**src/rtl/lamp_sequencer.sv**
```systemverilog
// lamp_sequencer
//   Parametrised N-lamp driver with four display modes: static, blink, chase and
//   fill-bar. Animations advance on a clock-divided step tick. Both outputs are
//   registered from internal state, so any state change made at edge k (load or
//   step) appears on the outputs after edge k+1.
// Ports
//   clk        in   1         system clock, rising edge
//   rst        in   1         asynchronous active-high reset
//   num        in   IW        lamp index (STATIC/BLINK) or sequence length (CHASE/FILL), 1-based
//   mode       in   2         0 STATIC, 1 BLINK, 2 CHASE, 3 FILL
//   load       in   1         sample num/mode, restart animation (wins over a coincident step)
//   enable     in   1         1: step tick runs; 0: animation frozen
//   lamp_data  out  N_LAMPS   lamp drive, bit i-1 = lamp i, polarity set by ACTIVE_LOW
//   wrap       out  1         one-cycle pulse when a CHASE/FILL sequence restarts
module lamp_sequencer #(
  parameter  int N_LAMPS    = 8,
  parameter  int TICK_DIV   = 4,
  parameter  int ACTIVE_LOW = 1,
  localparam int IW         = $clog2(N_LAMPS + 1)
) (
  input  logic               clk,
  input  logic               rst,
  input  logic [IW-1:0]      num,
  input  logic [1:0]         mode,
  input  logic               load,
  input  logic               enable,
  output logic [N_LAMPS-1:0] lamp_data,
  output logic               wrap
);

  localparam int TW = (TICK_DIV > 1) ? $clog2(TICK_DIV) : 1;
  localparam logic [TW-1:0]      TICK_LAST = TW'(TICK_DIV - 1);
  localparam logic [IW-1:0]      NUM_MAX   = IW'(N_LAMPS);
  localparam logic [N_LAMPS-1:0] LAMP_OFF  = (ACTIVE_LOW != 0) ? '1 : '0;

  typedef enum logic [1:0] {
    M_STATIC = 2'd0,
    M_BLINK  = 2'd1,
    M_CHASE  = 2'd2,
    M_FILL   = 2'd3
  } mode_t;

  mode_t           r_mode;
  logic [IW-1:0]   r_num;
  logic [IW-1:0]   r_pos;
  logic            r_phase;
  logic [TW-1:0]   r_tick_cnt;
  logic            r_wrap_evt;

  logic [IW-1:0]      w_len;
  logic               w_step;
  logic               w_step_live;
  logic [N_LAMPS-1:0] w_lit;

  // Out-of-range lengths collapse to 0, which blanks the display and freezes steps.
  assign w_len       = (r_num != '0 && r_num <= NUM_MAX) ? r_num : '0;
  assign w_step      = enable && (r_tick_cnt == TICK_LAST);
  assign w_step_live = w_step && (w_len != '0);

  always_comb begin
    w_lit = '0;
    for (int unsigned i = 0; i < N_LAMPS; i++) begin
      case (r_mode)
        M_STATIC: w_lit[i] = (IW'(i + 1) == w_len);
        M_BLINK:  w_lit[i] = (IW'(i + 1) == w_len) && r_phase;
        M_CHASE:  w_lit[i] = (IW'(i + 1) == r_pos) && (w_len != '0);
        M_FILL:   w_lit[i] = (IW'(i + 1) <= r_pos) && (w_len != '0);
        default:  w_lit[i] = 1'b0;
      endcase
    end
  end

  always_ff @(posedge clk or posedge rst) begin
    if (rst) begin
      r_mode     <= M_STATIC;
      r_num      <= '0;
      r_pos      <= '0;
      r_phase    <= 1'b0;
      r_tick_cnt <= '0;
      r_wrap_evt <= 1'b0;
      lamp_data  <= LAMP_OFF;
      wrap       <= 1'b0;
    end else begin
      lamp_data  <= (ACTIVE_LOW != 0) ? ~w_lit : w_lit;
      // The restart is flagged one edge early so wrap lines up with the
      // first registered frame of the restarted pattern.
      wrap       <= r_wrap_evt;
      r_wrap_evt <= 1'b0;
      if (load) begin
        r_num      <= num;
        r_mode     <= mode_t'(mode);
        r_tick_cnt <= '0;
        r_phase    <= 1'b1;
        r_pos      <= (mode == 2'd2 || mode == 2'd3) ? IW'(1) : '0;
      end else begin
        if (enable) begin
          r_tick_cnt <= w_step ? '0 : r_tick_cnt + 1'b1;
        end
        if (w_step_live) begin
          case (r_mode)
            M_BLINK: r_phase <= ~r_phase;
            M_CHASE: begin
              if (r_pos == w_len) begin
                r_pos      <= IW'(1);
                r_wrap_evt <= 1'b1;
              end else begin
                r_pos <= r_pos + 1'b1;
              end
            end
            M_FILL: begin
              if (r_pos == w_len) begin
                r_pos      <= '0;
                r_wrap_evt <= 1'b1;
              end else begin
                r_pos <= r_pos + 1'b1;
              end
            end
            default: ;
          endcase
        end
      end
    end
  end

endmodule

```
**config.mk**
```make
export PLATFORM = sky130hd
export DESIGN_NAME = lamp_sequencer
export DESIGN_NICKNAME = d
export VERILOG_FILES = /design/src/rtl/lamp_sequencer.sv
export SDC_FILE = /design/constraint.sdc
export NUM_CORES = 1
export LEC_CHECK = 0
export CORE_ASPECT_RATIO = 0.6
export CORE_MARGIN = 4
export CORE_UTILIZATION = 40
export CTS_CLUSTER_DIAMETER = 60
export DETAILED_ROUTE_END_ITERATION = 16
export PLACE_DENSITY = 0.68
export SLEW_MARGIN = 20
export SYNTH_ARGS = -nofsm -noshare
export SYNTH_HDL_FRONTEND = slang
export SYNTH_SLANG_ARGS = --single-unit
```
**constraint.sdc**
```tcl
create_clock -name clk -period 1.5 [get_ports clk]
set_input_delay 0.3 -clock clk [delete_from_list [all_inputs] [get_ports clk]]
set_output_delay 0.3 -clock clk [all_outputs]
set_load 0.02 [all_outputs]
```
Word level (Yosys, flattened, before mapping)
Cells that the tools add are included.

word-level totals
  bits in registers = 23
  bits of input ports = 10
  output and inout bits = 9
  word-level logic and storage cells = 107

operators by class
  add/sub/neg operators = 2
  $lt $le $gt $ge = 9
  equality and inequality tests = 23
  muxes and demuxes = 25
  bitwise logic cells = 2
  reduce and logical (&&, ||, !) cells = 38

operators with widths
  operator               count
  $eq A3 B4 Y1 const A   8
  $pmux W1 S4            8
  $logic_and A1 B1 Y1    27
  $mux W4                5
  $eq A2 B4 Y1 const A   4
  $le A3 B4 Y1 const A   4
  $eq A2 B2 Y1 const B   5
  $eq A1 B4 Y1 const A   2
  $eq A4 B4 Y1 const A   2
  $le A2 B4 Y1 const A   2
  $mux W1                8
  $not A8 Y8             1
  $pmux W4 S2            1
  $reduce_bool A4 Y1     2
  $mux W2                3
  $reduce_bool A2 Y1     3
  $add A4 B1 Y4 const B  1
  $eq A4 B4 Y1           1
  $le A1 B4 Y1 const A   1
  $le A4 B4 Y1 const A   1
  $le A4 B4 Y1 const B   1
  $reduce_and A2 Y1      2
  $reduce_bool A3 Y1     1
  $add A2 B1 Y2 const B  1
  other kinds (5)        5

Logic depth before layout (Yosys ltp)
Gate-level depths: netlist (run 1).

  depth after elaboration = 8
  depth in mapped cells = 6
  mapped depth without buffers = 6

Worst setup path before layout (run 1)
OpenSTA, ideal clock, no wires.

  kind = flip-flop to flip-flop
  start point = register r_num[2]
  end point = register r_pos[0]
  setup time = 128 ps
  arrival time = 1486 ps
  required time = 1372 ps
  slack = -115 ps
  cell stages (with the launch flop) = 7
  path buffers = 1
  period minus slack after synthesis = 1615 ps
  path through = dfrtp_1 > buf_6 > nor2b_1 > and3_4 > or3_1 > a41oi_2 > o211ai_2

on the way
  longest elaborated chain between the ends = 8
  elaborated cells between the ends (all ways) = 14
  classes of those cells = 1 x order compare; 1 x eq/ne; 6 x mux; 6 x reduce/logical

ends and longest elaborated chain
  item                                                       line      source
  start: declaration                                         44        logic [IW-1:0] r_num;
  start signal: assignment                                   90        r_num <= num;
  $le A4 B4 Y1 / $reduce_bool A4 Y1 (equally long branches)  56        assign w_len = (r_num != '0 && r_num <= NUM_MAX) ? r_num : '0;
  $logic_and A1 B1 Y1                                        56
  $mux W4 *                                                  56
  $eq A4 B4 Y1                                               103, 111
  $mux W4 (on tied branches)                                 111, 103
  $pmux W4 S2                                                100       case (r_mode)
  $mux W4                                                    99        if (w_step_live) begin
  $mux W4                                                    89        if (load) begin
  end signal: assignment                                     94        r_pos <= (mode == 2'd2 || mode == 2'd3) ? IW'(1) : '0;
  end signal: assignment                                     107       r_pos <= r_pos + 1'b1;
  end signal: assignment                                     115       r_pos <= r_pos + 1'b1;
  end: declaration                                           45        logic [IW-1:0] r_pos;

Mark *: on every way between the ends. The rest lies on a longest branch, timed or not. The select of a mux whose other input is x is not followed.
A chain may end at the register's enable or synchronous reset.

Final worst setup path (run 1)
  start point = register r_num[0]
  end point = register r_pos[0]

The elaborated chain is that of the path after synthesis.

==> qor.yml, run 1 <==
status: "finished, violations left"
violations: "setup timing"
diodes: 0
cp.required_ps: 1660
yosysMostFrequentCell: "nand2_1"
first_global_vias: 1207
syn2layout_area_growth_pct: 44.0
avgViaCountPerCell: 5.46
synth.net_count: 157
seqCellArea_um2: 593
rr_worst_depth: 7
final_layout_size_suffix_gt1_share_pct: 45.7
syn_inst: 143
final_util_pct: 61.5
antenna_found_initial: 0
path_max_fanout: 5
dr.pass1.iters: 4
synth_top_cell_area_share_pct: 26.3
setup_tns_ps: -1330
start_util_pct: 42.7
setup_ws_ps: -172
min_path_cells: 0
hold_viol: 0
drt_iter0_drc: 38
numCtsBuffers: 3
fin_crit_ps: 1670
r2r-start: "r_num[0]"
port_buffers: 18
synth-seq-area-share_pct: 41.0
path_class: "flop to flop"
setup_viol: 13
finClkSkew_ps: 2.50
grtUsageTotal_pct: 15.9
start_kind: "flop"
nets: 201
ant_nets: 0
p_per_area_nw_per_um2: 741
ir_worst_vdd_uv: 352
yosys-top-cells-count: "17 x nand2_1, 15 x dfrtp_1, 12 x a21oi_1"
regToRegSetupSlack_ps: -170
hold_ws_ps: 361
synth_top_area_cell: "dfrtp_1"
clkTransAtPathRegs_ps: 80
p_total_mw: 1.52
grt_max_degree: 24
ys_warn_count: 0
cts_buffer_depth: 2
leakagePower_nw: 0.808
drv_slew: 0
hp-class: "flop to flop"
fp.dieH_um: 54.3
avgRoutedWirePerCell_um: 15.2
cp.arrival_ps: 1830
place.gp.congestion: 0.934
syn_area_um2: 1430
coreArea_um2: 3340
clk_latency_ps: 270
grt.overflow.total: 0
cts-root-buf: "clkbuf_8"
worst_slew_pin_slew_ps: 423
avgSynthCellArea_um2: 9.99
synth-edff-count: 0
min_period_over_period_pct: 111
wirelength_mm: 3.51
ys.flop_type: "dfrtp_1"
r2r_end: "r_pos[0]"
dp_hpwl_mm: 2.58
cts_max_level: 1
dieArea_um2: 4620
cts_tree: "built"
worstHoldStart: "r_wrap_evt"
num_rows: 16
relSlewSlack_pct: 71.6
grt_pass1_wl_mm: 5.67
multi_input_area_um2: 898
ys_types: 49
clkSinkCount: 23
drv_cap: 0
cp-end-kind: "flop"
cts_hold_buf: 0
fp.dieW_um: 85.2
synth-seq-cells: 23
nFillCells: 262
ios: 19
synthArstFlopShare_pct: 100
ys_top_cells_by_area: "dfrtp_1 26%, dfstp_2 15%, nand2_1 4.5%"
fmax_mhz: 598
drc: 0
rsz0062_at_grt: "true"
vias: 1261
holdPathEnd: "wrap"
power breakdown:
part           leakage, nW  switching (mW)  total, mW  internal [mW]
Sequential           0.266          0.0541      0.716          0.662
Combinational        0.517           0.205      0.417          0.212
Clock               0.0255           0.206      0.392          0.186
Total                0.808           0.466       1.52           1.06
metal layers:
layer | track usage [%] | vias to the layer above | routed length, µm
li1 | - | 599 | -
met1 | 21.6 | 605 | 1650
met2 | 27.1 | 53 | 1590
met3 | 4.21 | 4 | 252
met4 | 1.58 | 0 | 18
met5 | 0 | - | 0
state kept, by name (all words and copies together), names as in the netlist:
register and count:
lamp_data 8, r_pos 4, r_num 4, r_tick_cnt 2, r_mode 2, r_wrap_evt 1, r_phase 1, wrap 1
worst max-delay path, cell delays in order (launching register included):
cell      delay (ps)
dfrtp_2          480
buf_6            160
nor4b_4          230
a22o_1           200
o32ai_4          120
buf_6            150
o21ai_2          130
o211ai_2          80
area by class of cell:
type	instances	area share (%)
Multi-Input combinational cell	101	43.7
Sequential cell	23	28.8
Timing Repair Buffer	49	20.9
Tap cell	45	2.74
Clock buffer	3	2.01
Inverter	9	1.64
Clock inverter	1	0.243
timing repair:
| action | 4_1_cts | 5_1_grt |
|---|---|---|
| gates cloned | 0 | 0 |
| buffers inserted | 2 | 3 |
| setup endpoints to repair | 23 | 14 |
| endpoints found under the hold margin | 0 | 0 |
| resized for setup | 36 | 13 |
| pin swaps | 15 | 6 |
per-stage QoR:
stage / cell area, µm² / worst slack, ps / cells
finish: 2060 / -172 / 231
floorplan: 1450 / -59.0 / 143
global route: 2060 / -230 / 231
global placement: 1820 / -156 / 222
CTS: 1980 / -146 / 228
detailed placement: 1820 / -216 / 222
cells in the final DEF (no fill, tap or decap), types with 5 or more instances in the layout:
master,n
buf_4,26
nand2_1,15
inv_1,9
clkdlybuf4s50_1,9
dlygate4sd2_1,9
dfrtp_1,9
dfstp_2,8
nor2_1,7
dfrtp_2,6
a21oi_1,5
how the worst max path moves through the flow:
stage / from / endpoint / slack [ps] / cells past startpoint
after floorplan: r_num[2] / r_pos[2] / -60 / 6
after global placement: r_num[1] / r_pos[0] / -160 / 5
after detailed placement: load / r_pos[3] / -220 / 5
after CTS: r_num[2] / r_pos[3] / -150 / 5
after global routing: r_num[0] / r_pos[0] / -230 / 7
final: r_num[0] / r_pos[0] / -170 / 7
cells by family (layout without fill, tap and decap cells):
kind of cell	after synthesis	count (layout)	share of synthesized area, %
and+or+nand+nor	50	50	19.7
AOI/OAI and AO/OA	39	39	22.9
DFF	23	23	41.0
buffers and inverters	19	62	7.09
muxes	6	6	4.55
adders and majority gates	4	4	3.50
xor gates and xnor gates	2	2	1.23
(Power assumes the default switching activity.)
==> run 2: changes to the inputs <==
--- a/config.mk
+++ b/config.mk
@@ -10,7 +10,6 @@
 export CORE_UTILIZATION = 40
 export CTS_CLUSTER_DIAMETER = 60
 export DETAILED_ROUTE_END_ITERATION = 16
-export PLACE_DENSITY = 0.68
 export SLEW_MARGIN = 20
 export SYNTH_ARGS = -nofsm -noshare
 export SYNTH_HDL_FRONTEND = slang
==> run 2 against run 1 <==
Net effect: the run still ends with setup timing left; sequential power about the same; clock skew up 4.9 ps; final area down 2.3%; first-iteration DRC count up 26%; count of clock-buffer cells in the layout unchanged; critical path depth down 2; utilization down 1.4 points; via count down 3.3%; routed wire length about the same.
==> qor.yml, run 2 (same netlist as run 1, synthesis figures left out) <==
status: "finished, violations left"
violations: "setup timing"
ios: 19  # unchanged
final_cells: 229  # -0.87%
fp.dieH_um: 54.3  # unchanged
crit_path_max_incr_delay_ps: 480  # about the same
wirelength_mm: 3.51  # about the same
cts-root-buf: "clkbuf_8"
p_per_area_nw_per_um2: 748  # +0.87%
drv_cap: 0  # unchanged
clk_latency_ps: 270  # about the same
leakagePower_nw: 0.809  # +0.12%
vias: 1220  # -3.3%
wl_met2_mm: 1.52  # -4.2%
largest_reg_flops: 8  # unchanged
setup_viol: 14  # +1
rsz0062_at_grt: "true"
place_area_um2: 1810  # -0.69%
mostFrequentLayoutCell: "buf_4"
final_layout_size_suffix_gt1_share_pct: 44.6  # -1.1 points
worstPathCellList: "buf_6 -> or4_4 -> nand2_4 -> nor3_4 -> a32o_2"
first_global_vias: 1216  # +0.75%
numCtsBuffers: 3  # unchanged
switching_power_mw: 0.457  # -1.7%
grtUsageTotal_pct: 16.5  # +0.52 points
fmax_mhz: 620  # +3.7%
seqCellArea_um2: 592  # -0.21%
avgRoutedWirePerCell_um: 15.3  # +0.82%
hp-class: "flop to flop"
ir_worst_vdd_uv: 396  # +12%
slowest_stage: "dfrtp_2"
seq_power_share_pct: 47.6  # +0.6 points
relSlewSlack_pct: 71.7  # +0.10 points
cp.arrival_ps: 1780  # -50 ps
grt_pass1_wl_mm: 5.85  # +3.2%
layout_common_cells: "24 x buf_4, 16 x nand2_1, 10 x dfrtp_1"
largest-register: "lamp_data"
cp-end-kind: "flop"
start_util_pct: 42.7  # unchanged
fin_crit_ps: 1610  # -60.3 ps
drv_slew: 0  # unchanged
top_layer: "met4"
fin_area_um2: 2010  # -2.3%
cts_buffer_depth: 2  # unchanged
grt.overflow.total: 0  # unchanged
hold_viol: 0  # unchanged
port_buffers: 18  # unchanged
ant_nets: 0  # unchanged
drc: 0  # unchanged
dieArea_um2: 4620  # unchanged
dp_hpwl_mm: 2.66  # +3.1%
cts_tree: "built"
path_class: "flop to flop"
grt_max_degree: 24  # unchanged
cts_max_level: 1  # unchanged
path_max_fanout: 6  # +1
finClkSkew_ps: 7.40  # +4.90 ps
p_comb_share_pct: 26.1  # -1.2 points
start_kind: "flop"
dp.cells: 222  # unchanged
cp.required_ps: 1670  # about the same
nFillCells: 279  # +6.5%
num_rows: 16  # unchanged
diodes: 0  # unchanged
coreArea_um2: 3340  # unchanged
nets: 199  # -1.0%
top_regs: "lamp_data x8, r_num x4, r_pos x4"
p_clk_share_pct: 26.3  # +0.6 points
power.share.switching_pct: 30.4  # -0.10 points
p_int_mw: 1.05  # -1.3%
regToRegSetupSlack_ps: -110  # +60 ps
clkSinkCount: 23  # unchanged
route.met3.wl_um: 219  # -13%
avgViaCountPerCell: 5.33  # -2.4%
hold_ws_ps: 360  # -0.701 ps
path_delay_family: "simple AND/OR/NAND/NOR gates"
min_period_over_period_pct: 107  # -4.0 points
place.gp.congestion: 0.809  # -13%
wl_met1_mm: 1.74  # +5.5%
fp.dieW_um: 85.2  # unchanged
syn2layout_area_growth_pct: 40.7
drt_iter0_drc: 48  # +26%
clkTransAtPathRegs_ps: 90  # about the same
setup_ws_ps: -112  # +60.3 ps
antenna_found_initial: 0  # unchanged
crit_buf_inv: 1  # -1
worst_slew_pin_slew_ps: 422  # -1.51 ps
dr.pass1.iters: 4  # unchanged
multi_input_area_um2: 870  # -3.2%
## run 2: cell count changes in the layout (fill, tap and decap cells not counted), sizes merged
cell / change
dlymetal6s2s: +1
dlygate4sd2: -1
buf: -2
## run 2: path summary, 6_finish.rpt
check | from | end | cells after the start
setup reg to reg | r_num[0] | r_pos[1] | 5
max in group asynchronous | rst | lamp_data[7] | 3
setup / recovery | r_num[0] | r_pos[1] | 5
min in group asynchronous | rst | r_pos[0] | 3
hold / removal | r_wrap_evt | wrap | 0
hold reg to reg | r_wrap_evt | wrap | 0
## run 2: per-layer routing
| layer | up-vias | GRT usage (%) |
|---|---|---|
| li1 | 594 | - |
| met1 | 586 | 22.2 |
| met2 | 35 | 27.2 |
| met3 | 5 | 3.91 |
| met4 | 0 | 3.95 |
| met5 | - | 0 |
## run 2: worst register-to-register path: stages, from the launching register on
cell     delay [ps]
dfrtp_2         480
buf_6           140
or4_4           450
nand2_4         100
nor3_4           60
a32o_2          270
## run 2: layout make-up
type	count	share of cell area, %
clock buffer	3	2.05
clock inverter	1	0.249
inverter	9	1.68
multi-input combinational	101	43.2
sequential	23	29.4
tap	45	2.80
timing repair buffer	47	20.5
## run 2: what timing repair did
action | 4_1_cts | 5_1_grt
hold buffers | 0 | 0
endpoints found under the setup margin | 22 | 15
gates resized for setup | 23 | 22
setup buffers | 1 | 2
pin swaps | 4 | 8
## run 2: power by group through the flow
stage | Combinational (mW) | Sequential, mW | Clock (mW)
floorplan | 0.223 | 0.709 | 0
global placement | 0.334 | 0.715 | 0
detailed placement | 0.341 | 0.718 | 0
CTS | 0.358 | 0.713 | 0.411
global route | 0.425 | 0.721 | 0.429
finish | 0.392 | 0.716 | 0.395
## run 2: through the flow
stage | util [%] | power [mW] | worst slack [ps] | TNS (ps)
final | 60.1 | 1.50 | -112 | -991
after global routing | 60.1 | 1.57 | -179 | -1730
after CTS | 57.0 | 1.48 | -107 | -910
after detailed placement | 54.2 | 1.06 | -205 | -1420
after global placement | 54.2 | 1.05 | -129 | -1070
after floorplan | - | 0.932 | -59.0 | -208
